$ cat src/rtl/serial_adder_ctrl.sv
// Bit-serial adder controller: one full_adder cell adds WIDTH-bit operands LSB first, one bit per clock.
// Optional subtract mode is enabled by defining SERIAL_ADDER_SUB_EN (adds the 'sub' input port).

module full_adder (
   input  logic i_a,
   input  logic i_b,
   input  logic i_cin,
   output logic o_s,
   output logic o_cout
);
   assign o_s    = i_a ^ i_b ^ i_cin;
   assign o_cout = (i_a & i_b) | (i_cin & (i_a ^ i_b));
endmodule

module serial_adder_ctrl #(
   parameter int WIDTH = 8
) (
   input  logic             clk,
   input  logic             rst_n,
   input  logic             start,
   input  logic [WIDTH-1:0] a,
   input  logic [WIDTH-1:0] b,
   input  logic             cin,
`ifdef SERIAL_ADDER_SUB_EN
   input  logic             sub,
`endif
   output logic             busy,
   output logic             done,
   output logic [WIDTH-1:0] sum,
   output logic             cout
);

   localparam int CNT_W = $clog2(WIDTH);
   localparam logic [CNT_W-1:0] LAST = CNT_W'(WIDTH - 1);

   typedef enum logic [1:0] {
      S_IDLE,
      S_RUN,
      S_DONE
   } state_t;

   state_t             r_state;
   state_t             w_next_state;
   logic [WIDTH-1:0]   r_a_sr;
   logic [WIDTH-1:0]   r_b_sr;
   logic [WIDTH-1:0]   r_s_sr;
   logic               r_carry;
   logic [CNT_W-1:0]   r_cnt;
   logic [WIDTH-1:0]   r_sum;
   logic               r_cout;

   logic               w_load;
   logic               w_last;
   logic               w_fa_s;
   logic               w_fa_cout;
   logic [WIDTH-1:0]   w_s_next;
   logic [WIDTH-1:0]   w_b_load;
   logic               w_c_load;

   // A new operation is accepted from IDLE or DONE; start during RUN is ignored.
   assign w_load = start && (r_state != S_RUN);
   assign w_last = (r_state == S_RUN) && (r_cnt == LAST);

`ifdef SERIAL_ADDER_SUB_EN
   // Subtraction as a + ~b + 1: cout=1 then means no borrow.
   assign w_b_load = sub ? ~b : b;
   assign w_c_load = sub ? 1'b1 : cin;
`else
   assign w_b_load = b;
   assign w_c_load = cin;
`endif

   full_adder u_fa (
      .i_a    (r_a_sr[0]),
      .i_b    (r_b_sr[0]),
      .i_cin  (r_carry),
      .o_s    (w_fa_s),
      .o_cout (w_fa_cout)
   );

   // New sum bit enters at the MSB; after WIDTH steps bit 0 holds the LSB result.
   assign w_s_next = WIDTH'({w_fa_s, r_s_sr} >> 1);

   // NOTE: the FSM state register and every datapath flop reset asynchronously so a mid-run abort leaves no stale result.
   always_ff @(posedge clk or negedge rst_n) begin
      if (!rst_n) begin
         r_state <= S_IDLE;
      end else begin
         // NOTE: sequential state uses non-blocking assignments so all flops update from pre-edge values.
         r_state <= w_next_state;
      end
   end

   // NOTE: next state defaults to the current state so no path leaves it unassigned (no latch).
   always_comb begin
      w_next_state = r_state;
      case (r_state)
         S_IDLE:  if (start) w_next_state = S_RUN;
         S_RUN:   if (r_cnt == LAST) w_next_state = S_DONE;
         S_DONE:  w_next_state = start ? S_RUN : S_IDLE;
         default: w_next_state = S_IDLE;
      endcase
   end

   always_ff @(posedge clk or negedge rst_n) begin
      if (!rst_n) begin
         r_a_sr  <= '0;
         r_b_sr  <= '0;
         r_s_sr  <= '0;
         r_carry <= 1'b0;
         r_cnt   <= '0;
      end else if (w_load) begin
         r_a_sr  <= a;
         r_b_sr  <= w_b_load;
         r_s_sr  <= '0;
         r_carry <= w_c_load;
         r_cnt   <= '0;
      end else if (r_state == S_RUN) begin
         r_a_sr  <= r_a_sr >> 1;
         r_b_sr  <= r_b_sr >> 1;
         r_s_sr  <= w_s_next;
         r_carry <= w_fa_cout;
         r_cnt   <= r_cnt + 1'b1;
      end
   end

   // Result registers change only at the final bit step, so they hold through the next operation.
   always_ff @(posedge clk or negedge rst_n) begin
      if (!rst_n) begin
         r_sum  <= '0;
         r_cout <= 1'b0;
      end else if (w_last) begin
         r_sum  <= w_s_next;
         r_cout <= w_fa_cout;
      end
   end

   assign busy = (r_state == S_RUN);
   assign done = (r_state == S_DONE);
   assign sum  = r_sum;
   assign cout = r_cout;

endmodule

$ cat config.mk
export PLATFORM = sky130hd
export DESIGN_NAME = serial_adder_ctrl
export DESIGN_NICKNAME = d
export VERILOG_FILES = /design/src/rtl/serial_adder_ctrl.sv
export SDC_FILE = /design/constraint.sdc
export NUM_CORES = 1
export LEC_CHECK = 0
export ABC_CLOCK_PERIOD_IN_PS = 2400
export CAP_MARGIN = 40
export CORE_MARGIN = 2
export CORE_UTILIZATION = 48
export DETAILED_ROUTE_END_ITERATION = 12
export MAX_ROUTING_LAYER = met4
export PLACE_DENSITY_LB_ADDON = 0.12
export SYNTH_ARGS = -nofsm -noshare
export SYNTH_HDL_FRONTEND = slang
export SYNTH_SLANG_ARGS = --single-unit
$ cat constraint.sdc
create_clock -name clk -period 2.4 [get_ports clk]
set_input_delay 0.48 -clock clk [delete_from_list [all_inputs] [get_ports clk]]
set_output_delay 0.48 -clock clk [all_outputs]
set_load 0.005 [all_outputs]
# After elaboration in Yosys (flattened, before gate mapping)
# Cells that the tools add are included.
[classes]
add_sub_neg = 1
n_eq_ne = 6
n_mux = 14
bitwise_logic = 5
n_reduce_logical = 5
[ops]
columns = ["op", "n"]
rows = [
  ["$mux 8", 6],
  ["$mux 3", 2],
  ["$pmux 2 s3", 1],
  ["$mux 2", 2],
  ["$ne 2x1->1 const B", 2],
  ["$add 3x1->3 const B", 1],
  ["$eq 3x3->1 const B", 1],
  ["$mux 1", 3],
  ["$and 1x1->1", 2],
  ["$eq 2x1->1 const B", 1],
  ["$eq 2x2->1 const B", 1],
  ["$logic_and 1x1->1", 2],
  ["$logic_not 2->1", 1],
  ["$ne 2x2->1 const B", 1],
  ["$reduce_and 2->1", 1],
  ["$reduce_bool 2->1", 1],
  ["$xor 1x1->1", 2],
  ["$or 1x1->1", 1],
]
[totals]
ff_bits = 39
input_bits = 20
wordCells = 39

# Longest topological paths before layout
[depth]
depth_word = 5
ltp_mapped = 5

# Hierarchy
# Synthesis repeated with hierarchy kept, for this count alone.
[hier_totals]
hier_cells = 118
hier_area_um2 = 1795.5
[by_module_without_submodules]
columns = ["mod", "instances", "cells_each", "area_per_inst_um2", "seq_area_each_um2"]
rows = [
  ["serial_adder_ctrl", 1, 117, 1775.5, 950.9],
  ["full_adder", 1, 1, 20.0, 0.0],
]

# Worst setup path before layout
# Ideal clock, no wire load.
[synth_timing]
path_type = "flip-flop to flip-flop"
start = "register r_cnt[0]"
end = "register r_cout, in the netlist cout"
arrival_ps = 1353
required_ps = 2275
setup_slack_ps = 922
path_stages_with_launch = 6
period_less_slack_ps = 1478
path_cell_list = "dfrtp_1 -> ha_1 -> ha_1 -> nand3b_1 -> buf_2 -> mux2_2"
[synth_between]
elab_chain_cells = 2
[synth_rtl]
columns = ["element", "line_no", "text"]
rows = [
  ["start, declared", "48", "logic [CNT_W-1:0] r_cnt;"],
  ["start signal, assigned", "123", "r_cnt <= r_cnt + 1'b1;"],
  ["$eq 3x3->1", "62", "assign w_last = (r_state == S_RUN) && (r_cnt == LAST);"],
  ["$logic_and 1x1->1", "62", ""],
  ["end signal, assigned", "134", "r_cout <= w_fa_cout;"],
  ["end, declared", "50", "logic r_cout;"],
]
# Every way passes these cells.
# A chain may end at the register's enable or synchronous reset.

# Worst setup path after layout
[layout_timing]
start = "register r_state[1]"
end = "output port busy"
[layout_between]
elab_chain_cells = 1
[layout_rtl]
columns = ["element", "line_no", "text"]
rows = [
  ["start, declared", "42", "state_t r_state;"],
  ["start signal, assigned", "90", "r_state <= w_next_state;"],
  ["$eq 2x1->1", "138", "assign busy = (r_state == S_RUN);"],
  ["end, declared", "27", "output logic busy,"],
]
# Every way passes these cells.

==> reports/metrics.csv <==
metric,value,unit
Placer Congestion,0.652,
cells taking the most area after synthesis,"dfrtp_1 53%, mux2_2 21%, mux2_4 12%",
cell type with the highest aggregate area in the netlist,dfrtp_1,
wire length of the first global-routing pass,4.78,mm
register-to-register setup slack,680,ps
netlist area before placement,0.00180,mm²
Filler Cell Count,299,
post-cts sizing count,0,
"critical path fanouts, max",3,
Post-synth top flop,dfrtp_1,
Period minus WS final,1960,ps
CP startpoint,r_state[1]$_DFFE_PN0P_,
cell with the most instances after synthesis,dfrtp_1,
DRC violation count after routing,0,
largest clock skew in the final design,4.83,ps
Crit path arrival time,1480,ps
Worst Path Buf+Inv,2,
leading cell types by count after synthesis,"38 x dfrtp_1, 34 x mux2_2, 14 x mux2_4, 10 x nor2b_1",
clock-pin transition on the worst setup and hold timing paths,70,ps
WP depth,3,
placed instance area,0.00211,mm²
clock latency of the later-clocked register in the worst-skew pair,280,ps
hold_buf cts,0,
period utilisation layout,81.6,%
sequential fraction of the synthesis area,53.0,%
status,"finished, final reports clean",
number of max-cap violations,0,
clock root buffer master,clkbuf_8,
detailed placement HPWL,1.80,mm
CP Launch Type,register,
Inserted Diodes,0,
remaining max-slew budget at the tightest pin,45.5,%
Routed WL,2.77,mm
Final Total Pwr,2.47,mW
worst reg2reg path startpoint,r_cnt[0]$_DFFE_PN0P_,
post-synthesis cell type count,15,
termination of the worst setup path,busy,
final core utilization,60.3,%
Syn Nets,141,
CTS max path bufs,2,
Post-layout nets,173,
I/O pin total,31,
Min-Delay Path Class,primary input to async pin,
Pleak,1.02,nW
number of detailed-routing iterations run before antenna repair,2,
slew at the pin closest to its max-slew limit,817,ps
Die Span Y,65.2,µm
Min Hold Slack,284,ps
achievable clock frequency,0.511,GHz
number of buffers created by CTS,5,
die outline area,0.00425,mm²
setup violation total in the final timing report,0,
post-detailed-route via-to-cell ratio,5.05,
minimum setup slack in the final design,443,ps
"Remaining Overflow, GRT",0,
worst IR drop on VDD,0.000604,V
total power density per cell area,1130,mW/mm²
routed wire length per instance,14.1,µm
worst path cell trace,nand2b_1 -> inv_1 -> clkdlybuf4s50_1,
via count of the first global-routing pass,1021,
Port-buffer cells,30,
fraction of final layout cells with drive strength greater than 1,38.3,%
number of setup buffers added after CTS,0,
Placed Cells incl. Taps,191,
area share of the leading cell type in the synthesized netlist,53.0,%
required time worst endpoint,1920,ps
mean post-synth cell area,15.2,µm²
all-layer global routing usage,15.9,%
slowest library cell on the worst path,clkdlybuf4s50_1,
total via count in the routed design,995,
DRC violation total after the first TritonRoute iteration,50,
final max-slew violation count,0,
kind of end point of the critical path,primary output,
proportion of register bits with asynchronous set or reset after synthesis,100,%
"FF+latch count, synth",38,
final cell count without fillers,197,
pre-CTS WS,456,ps
initial antenna violation count,0,
Worst Reg-to-Reg Cells,4,
area added between synthesis and finish,22.1,%
effective utilization at floorplan,49.4,%
CTS tree,yes,
post-route ant nets,0,
placement row count,22,
R2R Path End,sum[4]$_DFFE_PN0P_,
Crit Path Category,register to primary output,
total count of hold-check failures in the final report,0,
maximum number of pins on one net before global-route repair,39,
synthesis warning total,0,
unrepaired setup endpoints after global routing,no,
core area,0.00363,mm²
number of sinks driven by the clock tree,38,
number of flops mapped to enable cells by yosys,0,
cell class contributing the biggest share of worst-path delay,buffers and inverters,
Total Negative Setup Slacks,0,ps
H-tree Lvls,2,
Mapped Cells,118,
highest cell delay on the worst timing path,520,ps
cell area after layout,0.00219,mm²
die width,65.2,µm
-- flip-flops by register name, indices dropped and copies added, names as in the netlist --
signal / cells
cout: 1
r_a_sr: 8
r_b_sr: 8
r_carry: 1
r_cnt: 3
r_s_sr: 7
r_state: 2
sum: 8
-- report_power, final --
part | leakage (nW) | total (mW) | switching [mW] | internal [mW]
Sequential | 0.486 | 1.07 | 0.153 | 0.918
Combinational | 0.492 | 0.981 | 0.325 | 0.656
Clock | 0.0431 | 0.418 | 0.197 | 0.221
Total | 1.02 | 2.47 | 0.675 | 1.80
-- per-layer routing --
layer | vias to the layer above | wire [µm] | part of all wire [%] | global-route usage, %
met4 | 0 | 52 | 1.9 | 7.81
met1 | 500 | 1290 | 47 | 20.3
li1 | 468 | - | - | -
met3 | 6 | 149 | 5.4 | 5.82
met2 | 21 | 1280 | 46 | 22.4
met5 | - | 0 | 0 | -
-- layout make-up --
class,instances,area [µm²],share of cell area (%)
Inverter,3,11.3,0.514
Timing Repair Buffer,32,323,14.7
Multi-Input combinational cell,70,764,34.9
Clock buffer,6,82.6,3.77
Sequential cell,38,951,43.4
Tap cell,48,60.1,2.74
-- worst min-delay path by stage --
stage / from / endpoint / slack, ps / depth (start not counted)
2_1_floorplan: rst_n / cout$_DFFE_PN0P_ / 180 / 0
4_1_cts: rst_n / sum[0]$_DFFE_PN0P_ / 320 / 1
3_5_place_dp: r_s_sr[1]$_DFFE_PN0P_ / sum[0]$_DFFE_PN0P_ / 480 / 1
3_3_place_gp: r_b_sr[3]$_DFFE_PN0P_ / r_b_sr[2]$_DFFE_PN0P_ / 480 / 1
5_1_grt: rst_n / sum[1]$_DFFE_PN0P_ / 330 / 1
6_report: rst_n / r_s_sr[2]$_DFFE_PN0P_ / 280 / 1
-- layout by cell type (no fill, tap or decap) --
cell type,instances
buf_12,1
buf_2,1
buf_4,1
clkbuf_8,6
clkdlybuf4s50_1,29
dfrtp_1,38
fa_1,1
ha_1,2
inv_1,3
mux2_2,34
mux2_4,14
mux2i_1,3
nand2b_1,2
nand3b_1,1
nor2_1,2
nor2b_1,10
o22ai_1,1
-- cell families after synthesis --
family | after synthesis | synth area share, %
multiplexers | 51 | 34.7
flip-flops | 38 | 53.0
AND/OR/NAND/NOR | 15 | 5.02
buffers and inverters | 10 | 4.46
adder cells (fa/ha/maj) | 3 | 2.51
AO/OA/AOI/OAI | 1 | 0.349
Note: power is estimated with default switching activity, not from simulation.
